`config.mk`:
```
export PLATFORM = sky130hd
export DESIGN_NAME = txt_render
export DESIGN_NICKNAME = d
export VERILOG_FILES = /design/src/rtl/txt_pkg.sv /design/src/rtl/txt_blink.sv /design/src/rtl/txt_render.sv
export SDC_FILE = /design/constraint.sdc
export NUM_CORES = 1
export LEC_CHECK = 0
export BUFFER_PORTS_ARGS = -buffer_cell sky130_fd_sc_hd__clkbuf_2
export CORE_MARGIN = 10
export CORE_UTILIZATION = 50
export DETAILED_ROUTE_END_ITERATION = 10
export PLACE_DENSITY = 0.85
export SLEW_MARGIN = 5
export SYNTH_ARGS = -nofsm -noshare
export SYNTH_HDL_FRONTEND = slang
export SYNTH_SLANG_ARGS = --single-unit
```
`constraint.sdc`:
```
create_clock -name clk -period 6.8 [get_ports clk]
set_input_delay 0.68 -clock clk [delete_from_list [all_inputs] [get_ports clk]]
set_output_delay 0.68 -clock clk [all_outputs]
set_load 0.005 [all_outputs]
```
`src/rtl/txt_pkg.sv`:
```
// rtl/txt_pkg.sv - shared constants for the text-mode renderer
package txt_pkg;
  localparam int CODE_LSB      = 0;
  localparam int CODE_W        = 8;
  localparam int FG_LSB        = 8;
  localparam int BG_LSB        = 12;
  localparam int PAL_W         = 4;
  localparam int GLYPH_W       = 8;
  localparam int BLINK_DEFAULT = 32;
endpackage

```
`src/rtl/txt_blink.sv`:
```
// rtl/txt_blink.sv - frame counter and cursor blink phase
module txt_blink
  import txt_pkg::*;
#(
  parameter int BLINK_FRAMES = BLINK_DEFAULT
) (
  input  logic clk,
  input  logic clr,
  input  logic frame_start,
  output logic blink_phase
);
  localparam int CNT_W = (BLINK_FRAMES > 1) ? $clog2(BLINK_FRAMES) : 1;
  localparam logic [CNT_W-1:0] LAST = CNT_W'(BLINK_FRAMES - 1);

  logic [CNT_W-1:0] count;

  always_ff @(posedge clk or posedge clr) begin
    if (clr) begin
      count       <= '0;
      blink_phase <= 1'b1;
    end else if (frame_start) begin
      if (count == LAST) begin
        count       <= '0;
        blink_phase <= ~blink_phase;
      end else begin
        count <= count + 1'b1;
      end
    end
  end
endmodule

```
`src/rtl/txt_render.sv`:
```
// rtl/txt_render.sv - three-stage character-cell text renderer
module txt_render
  import txt_pkg::*;
#(
  parameter int COLS         = 40,
  parameter int ROWS         = 30,
  parameter int FONT_H       = 16,
  parameter int BLINK_FRAMES = BLINK_DEFAULT,
  parameter int ADDR_W       = 12
) (
  input  logic               clk,
  input  logic               clr,
  input  logic [9:0]         pixh,
  input  logic [9:0]         pixv,
  input  logic               active,
  input  logic               hsync_in,
  input  logic               vsync_in,
  output logic [ADDR_W-1:0]  dis_addr,
  output logic               dis_mem_en,
  input  logic [15:0]        dis_dat,
  output logic [11:0]        font_addr,
  output logic               font_mem_en,
  input  logic [GLYPH_W-1:0] font_dat,
  input  logic [7:0]         cursor_col,
  input  logic [7:0]         cursor_row,
  input  logic               cursor_en,
  output logic [PAL_W-1:0]   out_color,
  output logic               out_de,
  output logic               out_hsync,
  output logic               out_vsync
);
  localparam int         FROW_SH   = (FONT_H == 16) ? 4 : 3;
  localparam logic [3:0] FROW_MASK = 4'(FONT_H - 1);
  localparam logic [3:0] CUR_TOP   = 4'(FONT_H - 2);

  logic [6:0]       col_c;
  logic [2:0]       scol_c;
  logic [9:0]       row_c;
  logic [3:0]       frow_c;
  logic             in_grid, fetch_c, hit_c, frame_start, blink_phase;
  logic [2:0]       scol1, scol2, bit_idx;
  logic [3:0]       frow1;
  logic             v1, v2, hit1;
  logic [2:0]       de_d, hs_d, vs_d;
  logic [PAL_W-1:0] fg_c, bg_c, fg2, bg2;

  // Stage 0: cell decode; memory address is combinational so data lands at t+1
  assign col_c       = pixh[9:3];
  assign scol_c      = pixh[2:0];
  assign row_c       = pixv >> FROW_SH;
  assign frow_c      = pixv[3:0] & FROW_MASK;
  assign in_grid     = ({3'b000, col_c} < 10'(COLS)) && (row_c < 10'(ROWS));
  assign fetch_c     = active && in_grid;
  assign hit_c       = fetch_c && cursor_en && blink_phase &&
                       ({1'b0, col_c} == cursor_col) && (row_c == {2'b00, cursor_row}) &&
                       (frow_c >= CUR_TOP);
  assign frame_start = (pixh == 10'd0) && (pixv == 10'd0);
  assign dis_addr    = clr ? '0 : ADDR_W'(row_c) * ADDR_W'(COLS) + ADDR_W'(col_c);
  assign dis_mem_en  = fetch_c && !clr;

  // Stage 1: glyph line address from the returned cell word
  assign font_addr   = clr ? '0 : {dis_dat[CODE_LSB +: CODE_W], frow1};
  assign font_mem_en = v1;
  assign fg_c        = dis_dat[FG_LSB +: PAL_W];
  assign bg_c        = dis_dat[BG_LSB +: PAL_W];
  assign bit_idx     = 3'(GLYPH_W - 1) - scol2;

  assign out_de    = de_d[2];
  assign out_hsync = hs_d[2];
  assign out_vsync = vs_d[2];

  always_ff @(posedge clk or posedge clr) begin
    if (clr) begin
      scol1     <= '0;
      scol2     <= '0;
      frow1     <= '0;
      v1        <= 1'b0;
      v2        <= 1'b0;
      hit1      <= 1'b0;
      fg2       <= '0;
      bg2       <= '0;
      de_d      <= '0;
      hs_d      <= '0;
      vs_d      <= '0;
      out_color <= '0;
    end else begin
      scol1     <= scol_c;
      frow1     <= frow_c;
      v1        <= fetch_c;
      hit1      <= hit_c;
      scol2     <= scol1;
      v2        <= v1;
      fg2       <= hit1 ? bg_c : fg_c;
      bg2       <= hit1 ? fg_c : bg_c;
      de_d      <= {de_d[1:0], active};
      hs_d      <= {hs_d[1:0], hsync_in};
      vs_d      <= {vs_d[1:0], vsync_in};
      out_color <= v2 ? (font_dat[bit_idx] ? fg2 : bg2) : '0;
    end
  end

  txt_blink #(.BLINK_FRAMES(BLINK_FRAMES)) u_blink (
    .clk        (clk),
    .clr        (clr),
    .frame_start(frame_start),
    .blink_phase(blink_phase)
  );
endmodule

```
### Word level (Yosys, flattened, before mapping)

Cells that the tools add are included.

* register bits: 40

* $add $sub $neg: 3
* multiply operators: 1
* order comparisons: 4
* equal/unequal tests: 3
* mux-type cells: 9
* bitwise logic cells: 1
* reduce and logical (&&, ||, !) cells: 13

Operators with widths (count)
* $mux 12: 2
* $logic_not 10->1: 2
* $mux 4: 4
* $add 12x7->12: 1
* $logic_and 1x1->1: 9
* $mul 6x3->9 const B: 1
* $eq 6x8->1: 1
* $eq 7x8->1: 1
* $lt 7x6->1 const B: 1
* $lt 6x5->1 const B: 1
* $add 5x1->5 const B: 1
* $eq 5x5->1 const B: 1
* $mux 5: 1
* $ge 4x4->1 const B: 1
* $lt 3x4->1 const B: 1
* $bmux 1 s3: 1
* $sub 3x3->3 const A: 1
* $reduce_and 2->1: 1
* $logic_not 1->1: 1
* $mux 1: 1
* $not 1->1: 1

### Longest topological paths before layout

Gate-level depths: netlist (run 1).

* word-level depth: 8
* depth in mapped cells: 8
* mapped depth without buffers: 8

### Hierarchy

From an unflattened synthesis (run 1), not the netlist that was laid out.

* cells, all modules: 192
* area total of the unflattened synthesis: 2145.8 µm²

Modules (own cells, without submodules)
* txt_render: instances 1, cells each 167, area an instance 1845.5 µm², seq. area each 850.8 µm²
* txt_blink: instances 1, cells each 25, area an instance 300.3 µm², seq. area each 151.4 µm²

### Worst setup path after synthesis (run 1)

No wires, ideal clock.

* path type: in2out
* start: input port pixv[5]
* end: output port dis_addr[10]
* data arrival time: 2.494 ns
* required time: 6.120 ns
* slack: 3.626 ns
* stages on the path: 8
* buffers on the path: 0
* cell sequence: ha_1 ha_1 fa_1 xor2_1 nand2_1 o21bai_1 or3_1 a21oi_1

* longest elaborated chain between the ends: 3

RTL lines
* start: declaration: line txt_render.sv:14 `input logic [9:0] pixv,`
* $mul 6x3->9: line txt_render.sv:58 `assign dis_addr = clr ? '0 : ADDR_W'(row_c) * ADDR_W'(COLS) + ADDR_W'(col_c);`
* $add 12x7->12: line txt_render.sv:58
* $mux 12: line txt_render.sv:58
* end: declaration: line txt_render.sv:18 `output logic [ADDR_W-1:0] dis_addr,`

Every way passes these cells.

### Worst setup path after layout (run 1)

Same ends and word-level chain as after synthesis.

==> qor.yml, run 1 <==
status: "complete, no violations"
finalSetupTns_ps: 0
vias: 1788
diodes: 0
regToRegEndpoint: "u_blink.count[2]$_DFFE_PP0P_"
critPathMaxFanout: 6
holdWs_ps: 349.7
peakVddDrop_mv: 0.07634
cp_data_arrival_time_ps: 2910
r2r_cells: 5
cts_resized: 0
tightest_slew_ps: 726.0
final_common_cell: "clkbuf_2"
internal_power_uw: 372.5
dieArea_um2: 7315
regArea_um2: 1002
num_rows: 23
p_switching_uw: 135.6
slew_headroom: 0.5155
cp_data_required_time_ps: 6120
critPathLaunch: "pixv[5]"
grt_max_degree: 27
drv_cap: 0
fin_nets: 377
finalNonFillerCells: 345
pwr-share-seq: 0.492
core_um2: 4086
die_x_um: 85.53
power_frac_comb: 0.225
hold_path_end: "scol2[0]$_DFF_PP0_"
cts_setup_buffers: 0
cts_buffer_depth: 2
slew_viol_final: 0
detail_route.first_pass.iterations: 4
worstSetupEndpointType: "output pin"
path_cells: "clkbuf_2 > ha_1 > ha_1 > fa_1 > xor2_1 > nand2_1 > o21bai_1 > or3_1 > a21oi_1 > clkbuf_2"
synth_top_area_frac: 0.4545
htree_levels: 2
synth_largest_area_cell: "dfrtp_1"
netSwitchingFraction: 0.2669
antenna_found_initial: 0
final_antenna_net_count: 0
hold_viol_final: 0
r2r-start: "u_blink.count[0]$_DFFE_PP0P_"
final_cell_mix: "clkbuf_2, dfrtp_1, nor2b_1"
finClkSkew_ps: 7.919
wire_per_inst_um: 15.86
ios: 99
cp_slowest_cell: "fa_1"
critPathKind: "in -> out"
cp_slowest_stage_delay_ps: 410
avgSynthCellArea_um2: 11.12
min_period_over_period: 0.5279
ys_ff_latch: 40
power.density_nw_per_um2: 183.2
grt_pass1_vias: 1911
cts_hold_buf: 0
worstHoldStart: "scol1[0]$_DFF_PP0_"
place_congestion: 0.8822
clock-sinks: 40
multi_input_area_um2: 1100
start_util: 0.5254
cts_tree: "yes"
wirelength_um: 5472
r2r_setup_slack_ps: 5280
drc: 0
die_h_um: 85.53
min_path_cells: 0
area_growth_pct: 29.20
track_usage: 0.1461
clkLatencyLatePin_ps: 290
yosys-top-cells-area: "dfrtp_1, ha_1, mux2_2"
setup_ws_ps: 3210
numPortBuffers: 98
preCtsSetupSlack_ps: 3216
setup_viol_count_final: 0
cts_buffers: 5
syn_inst: 193
synth.cell_area_um2: 2147
overflow: 0
grt_pass1_wl_um: 8811
ys_warn_count: 0
fin_crit_ps: 3590
p_leak_uw: 0.001412
fin_util: 0.6788
rsz0062_at_grt: "false"
drt_iter0_drc: 61
clock-root-buffer: "clkbuf_8"
hold_class: "reg -> reg"
vias_per_cell: 5.183
dp_hpwl_um: 4625
nFillCells: 332
drive_above_1_share: 0.4203
max_freq_mhz: 278.5
clk_pin_slew_ps: 70
seq_area_frac_synth: 0.4668
start_kind: "input port"
synth.distinct_cells: 33
place_inst: 338
p_clk_frac: 0.283
synth_nets: 275
-- registers in the layout (all words and copies together) (netlist names) --
signal,count
bg2,4
de_d,3
fg2,4
font_mem_en,1
frow1,4
hit1,1
hs_d,3
out_color,4
scol1,3
scol2,3
u_blink.blink_phase,1
u_blink.count,5
v2,1
vs_d,3
-- worst max-delay path, delay by kind of cell --
kind	cells	cell delay [ps]
simple gates	2	450
fa+ha+maj	3	950
xor+xnor	1	240
buf+inv	2	290
compound gates	2	310
-- metal layers --
metal  up-vias  wire length (um)  track usage
li1        878                 -            -
met1       833              2030       0.1516
met2        69              2874       0.2636
met3         8               461      0.05014
met4         0               106      0.05689
met5         -                 0            0
-- cell usage after synthesis --
| cell | number |
|---|---|
| a211oi_1 | 2 |
| a21o_1 | 2 |
| a21o_2 | 1 |
| a21oi_1 | 6 |
| and2_1 | 1 |
| and3_1 | 1 |
| clkbuf_1 | 4 |
| dfrtp_1 | 39 |
| dfstp_2 | 1 |
| fa_1 | 2 |
| ha_1 | 14 |
| inv_1 | 8 |
| mux2_2 | 11 |
| mux2i_4 | 1 |
| mux4_2 | 2 |
| nand2_1 | 8 |
| nand2b_1 | 1 |
| nand3_1 | 7 |
| nand4_1 | 5 |
| nand4b_1 | 1 |
| nor2_1 | 10 |
| nor2_4 | 1 |
| nor2b_1 | 19 |
| nor3_1 | 3 |
| nor4_1 | 7 |
| o21ai_0 | 10 |
| o21bai_1 | 1 |
| o221ai_1 | 1 |
| o22ai_1 | 1 |
| or3_1 | 1 |
| or4_4 | 1 |
| xnor2_1 | 10 |
| xor2_1 | 11 |
-- how the worst max path moves through the flow --
stage          cells past startpoint           end
4_1_cts                           10  dis_addr[10]
5_1_grt                           10  dis_addr[10]
3_5_place_dp                      10  dis_addr[10]
2_1_floorplan                      8  dis_addr[10]
6_report                          10  dis_addr[10]
3_3_place_gp                      10  dis_addr[10]
-- stage by stage --
step           total power (uW)  cell area (um^2)
3_3_place_gp              366.6              2693
4_1_cts                   513.6              2774
5_1_grt                   538.8              2774
3_5_place_dp              370.5              2693
6_report                  508.2              2774
2_1_floorplan             318.7              2147
-- power groups by stage --
stage	logic [uW]	clock network, uW	registers, uW
6_report	114	144	250
3_3_place_gp	112	0	254
4_1_cts	116	147	250
2_1_floorplan	64.6	0	254
3_5_place_dp	116	0	255
5_1_grt	129	159	251
-- layout make-up --
| type | instances | area share |
|---|---|---|
| inverters | 8 | 0.01083 |
| clock inverters | 2 | 0.004511 |
| multi-input cells | 141 | 0.3965 |
| well taps | 50 | 0.02255 |
| flip-flops and latches | 40 | 0.3613 |
| repair buffers | 99 | 0.1795 |
| clock buffers | 5 | 0.02481 |
-- kinds of logic after synthesis --
| kind of cell | Yosys count | share of synthesized area |
|---|---|---|
| AO/OA/AOI/OAI | 24 | 0.06585 |
| XOR/XNOR | 21 | 0.08566 |
| adder cells (fa/ha/maj) | 16 | 0.1002 |
| buffers and inverters | 12 | 0.02098 |
| flip-flops | 40 | 0.4668 |
| multiplexers | 14 | 0.08916 |
| AND/OR/NAND/NOR | 66 | 0.1713 |
No activity file was read; power rests on OpenSTA's default activity.
==> run 2: changes to the inputs <==
--- a/config.mk
+++ b/config.mk
@@ -7,9 +7,9 @@
 export LEC_CHECK = 0
 export BUFFER_PORTS_ARGS = -buffer_cell sky130_fd_sc_hd__clkbuf_2
 export CORE_MARGIN = 10
-export CORE_UTILIZATION = 50
+export CORE_UTILIZATION = 47
 export DETAILED_ROUTE_END_ITERATION = 10
-export PLACE_DENSITY = 0.85
+export PLACE_DENSITY = 0.8
 export SLEW_MARGIN = 5
 export SYNTH_ARGS = -nofsm -noshare
 export SYNTH_HDL_FRONTEND = slang
==> constraint.sdc (replaced) <==
create_clock -name clk -period 3.75 [get_ports clk]
set_input_delay 0.375 -clock clk [delete_from_list [all_inputs] [get_ports clk]]
set_output_delay 0.375 -clock clk [all_outputs]
set_load 0.005 [all_outputs]
==> qor.yml, run 2 (synthesis results as in run 1) <==
status: "complete, no violations"
drive_above_1_share: 0.4203
finClkSkew_ps: 3.363
num_rows: 24
clkLatencyLatePin_ps: 290
cp_data_required_time_ps: 3380
start_kind: "input port"
cts_tree: "yes"
vias: 1766
max_freq_mhz: 335.2
largest_reg_flops: 5
critPathMaxFanout: 6
hold_viol_final: 0
fin_crit_ps: 2983
cp_slowest_cell: "fa_1"
diodes: 0
rsz0062_at_grt: "false"
final_common_cell: "clkbuf_2"
dp_hpwl_um: 4556
slew_headroom: 0.4731
ios: 99
power_frac_comb: 0.223
fin_util: 0.6333
wire_per_inst_um: 15.42
fin_nets: 377
wirelength_um: 5350
final_cell_mix: "clkbuf_2, dfrtp_1, nor2b_1"
cts_buffers: 5
finalPower_uw: 927.2
path_cells: "clkbuf_2 > ha_1 > ha_1 > fa_1 > xor2_1 > nand2_1 > o21bai_1 > or3_1 > a21oi_1 > clkbuf_2"
nFillCells: 356
antenna_found_initial: 0
power.density_nw_per_um2: 333.9
htree_levels: 2
setup_viol_count_final: 0
holdWs_ps: 187.4
p_clk_frac: 0.288
cts_buffer_depth: 2
drv_cap: 0
core_um2: 4384
clock-sinks: 40
die_x_um: 87.59
start_util: 0.4897
regArea_um2: 1002
final_design_area_no_fill_um2: 2776
cts_hold_buf: 0
p_switching_uw: 251.7
peakVddDrop_mv: 0.1395
cts_resized: 0
internal_power_uw: 675.5
numPortBuffers: 98
grt_pass1_vias: 1807
detail_route.first_pass.iterations: 4
die_h_um: 87.59
area_growth_pct: 29.31
grt_max_degree: 27
placed_area_um2: 2695
worstSetupEndpointType: "output pin"
final_antenna_net_count: 0
vias_per_cell: 5.089
path_buf_inv: 2
multi_input_area_um2: 1100
pwr-share-seq: 0.489
finalSetupTns_ps: 0
drc: 0
regMostFlops: "u_blink.count"
place_congestion: 0.8605
netSwitchingFraction: 0.2714
clock-root-buffer: "clkbuf_8"
tightest_slew_ps: 789.4
critPathKind: "in -> out"
slew_viol_final: 0
clk_pin_slew_ps: 70
overflow: 0
min_period_over_period: 0.7956
dieArea_um2: 7672
drt_iter0_drc: 56
track_usage: 0.1428
cts_setup_buffers: 0
cp_slowest_stage_delay_ps: 410
crit_family: "adder cells"
cp_data_arrival_time_ps: 2610
grt_pass1_wl_um: 8673
p_leak_uw: 0.001412
hold_class: "in -> reg"
-- run 2: metal layers --
metal  share of wire  wire length, um  vias to the layer above  global-route usage
met2            0.52             2806                       55              0.2520
met5               0                0                        -                   0
met1            0.38             2048                      826              0.1554
li1                -                -                      879                   -
met3           0.079              422                        6             0.04643
met4           0.014               74                        0             0.05362
-- run 2: power groups by stage --
stage / clock network (uW) / logic [uW] / registers [uW]
floorplan: 0 / 117 / 461
global placement: 0 / 203 / 461
global route: 295 / 234 / 455
detailed placement: 0 / 210 / 462
finish: 267 / 207 / 453
CTS: 272 / 211 / 454
-- run 2: worst paths after layout --
| check | start | end | slack, ps | depth (start not counted) |
|---|---|---|---|---|
| min reg2reg | vs_d[1]$_DFF_PP0_ | vs_d[2]$_DFF_PP0_ | 350 | 0 |
| max in group asynchronous | clr | scol1[2]$_DFF_PP0_ | 2440 | 3 |
| max | pixv[5] | dis_addr[10] | 770 | 10 |
| min in group asynchronous | clr | de_d[0]$_DFF_PP0_ | 580 | 2 |
| min | hsync_in | hs_d[0]$_DFF_PP0_ | 190 | 1 |
| max reg2reg | u_blink.count[0]$_DFFE_PP0P_ | u_blink.count[2]$_DFFE_PP0P_ | 2280 | 5 |
-- run 2: per-stage QoR --
| step | std cells | setup WS (ps) |
|---|---|---|
| 2_1_floorplan | 193 | 1186 |
| 3_3_place_gp | 340 | 846.4 |
| 3_5_place_dp | 340 | 763.9 |
| 4_1_cts | 347 | 759.0 |
| 5_1_grt | 347 | 591.2 |
| 6_report | 347 | 766.6 |
-- run 2: worst register-to-register path, cell delays in order, from the launching register on --
cell,delay (ps)
dfrtp_1,410
ha_1,240
and3_1,180
ha_1,230
nand2b_1,160
o221ai_1,160
-- run 2: cell type report --
class	instances	area share
multi-input combinational	141	0.3961
sequential	40	0.3610
timing repair buffer	99	0.1794
clock buffer	5	0.02479
tap	52	0.02343
inverter	8	0.01082
clock inverter	2	0.004507
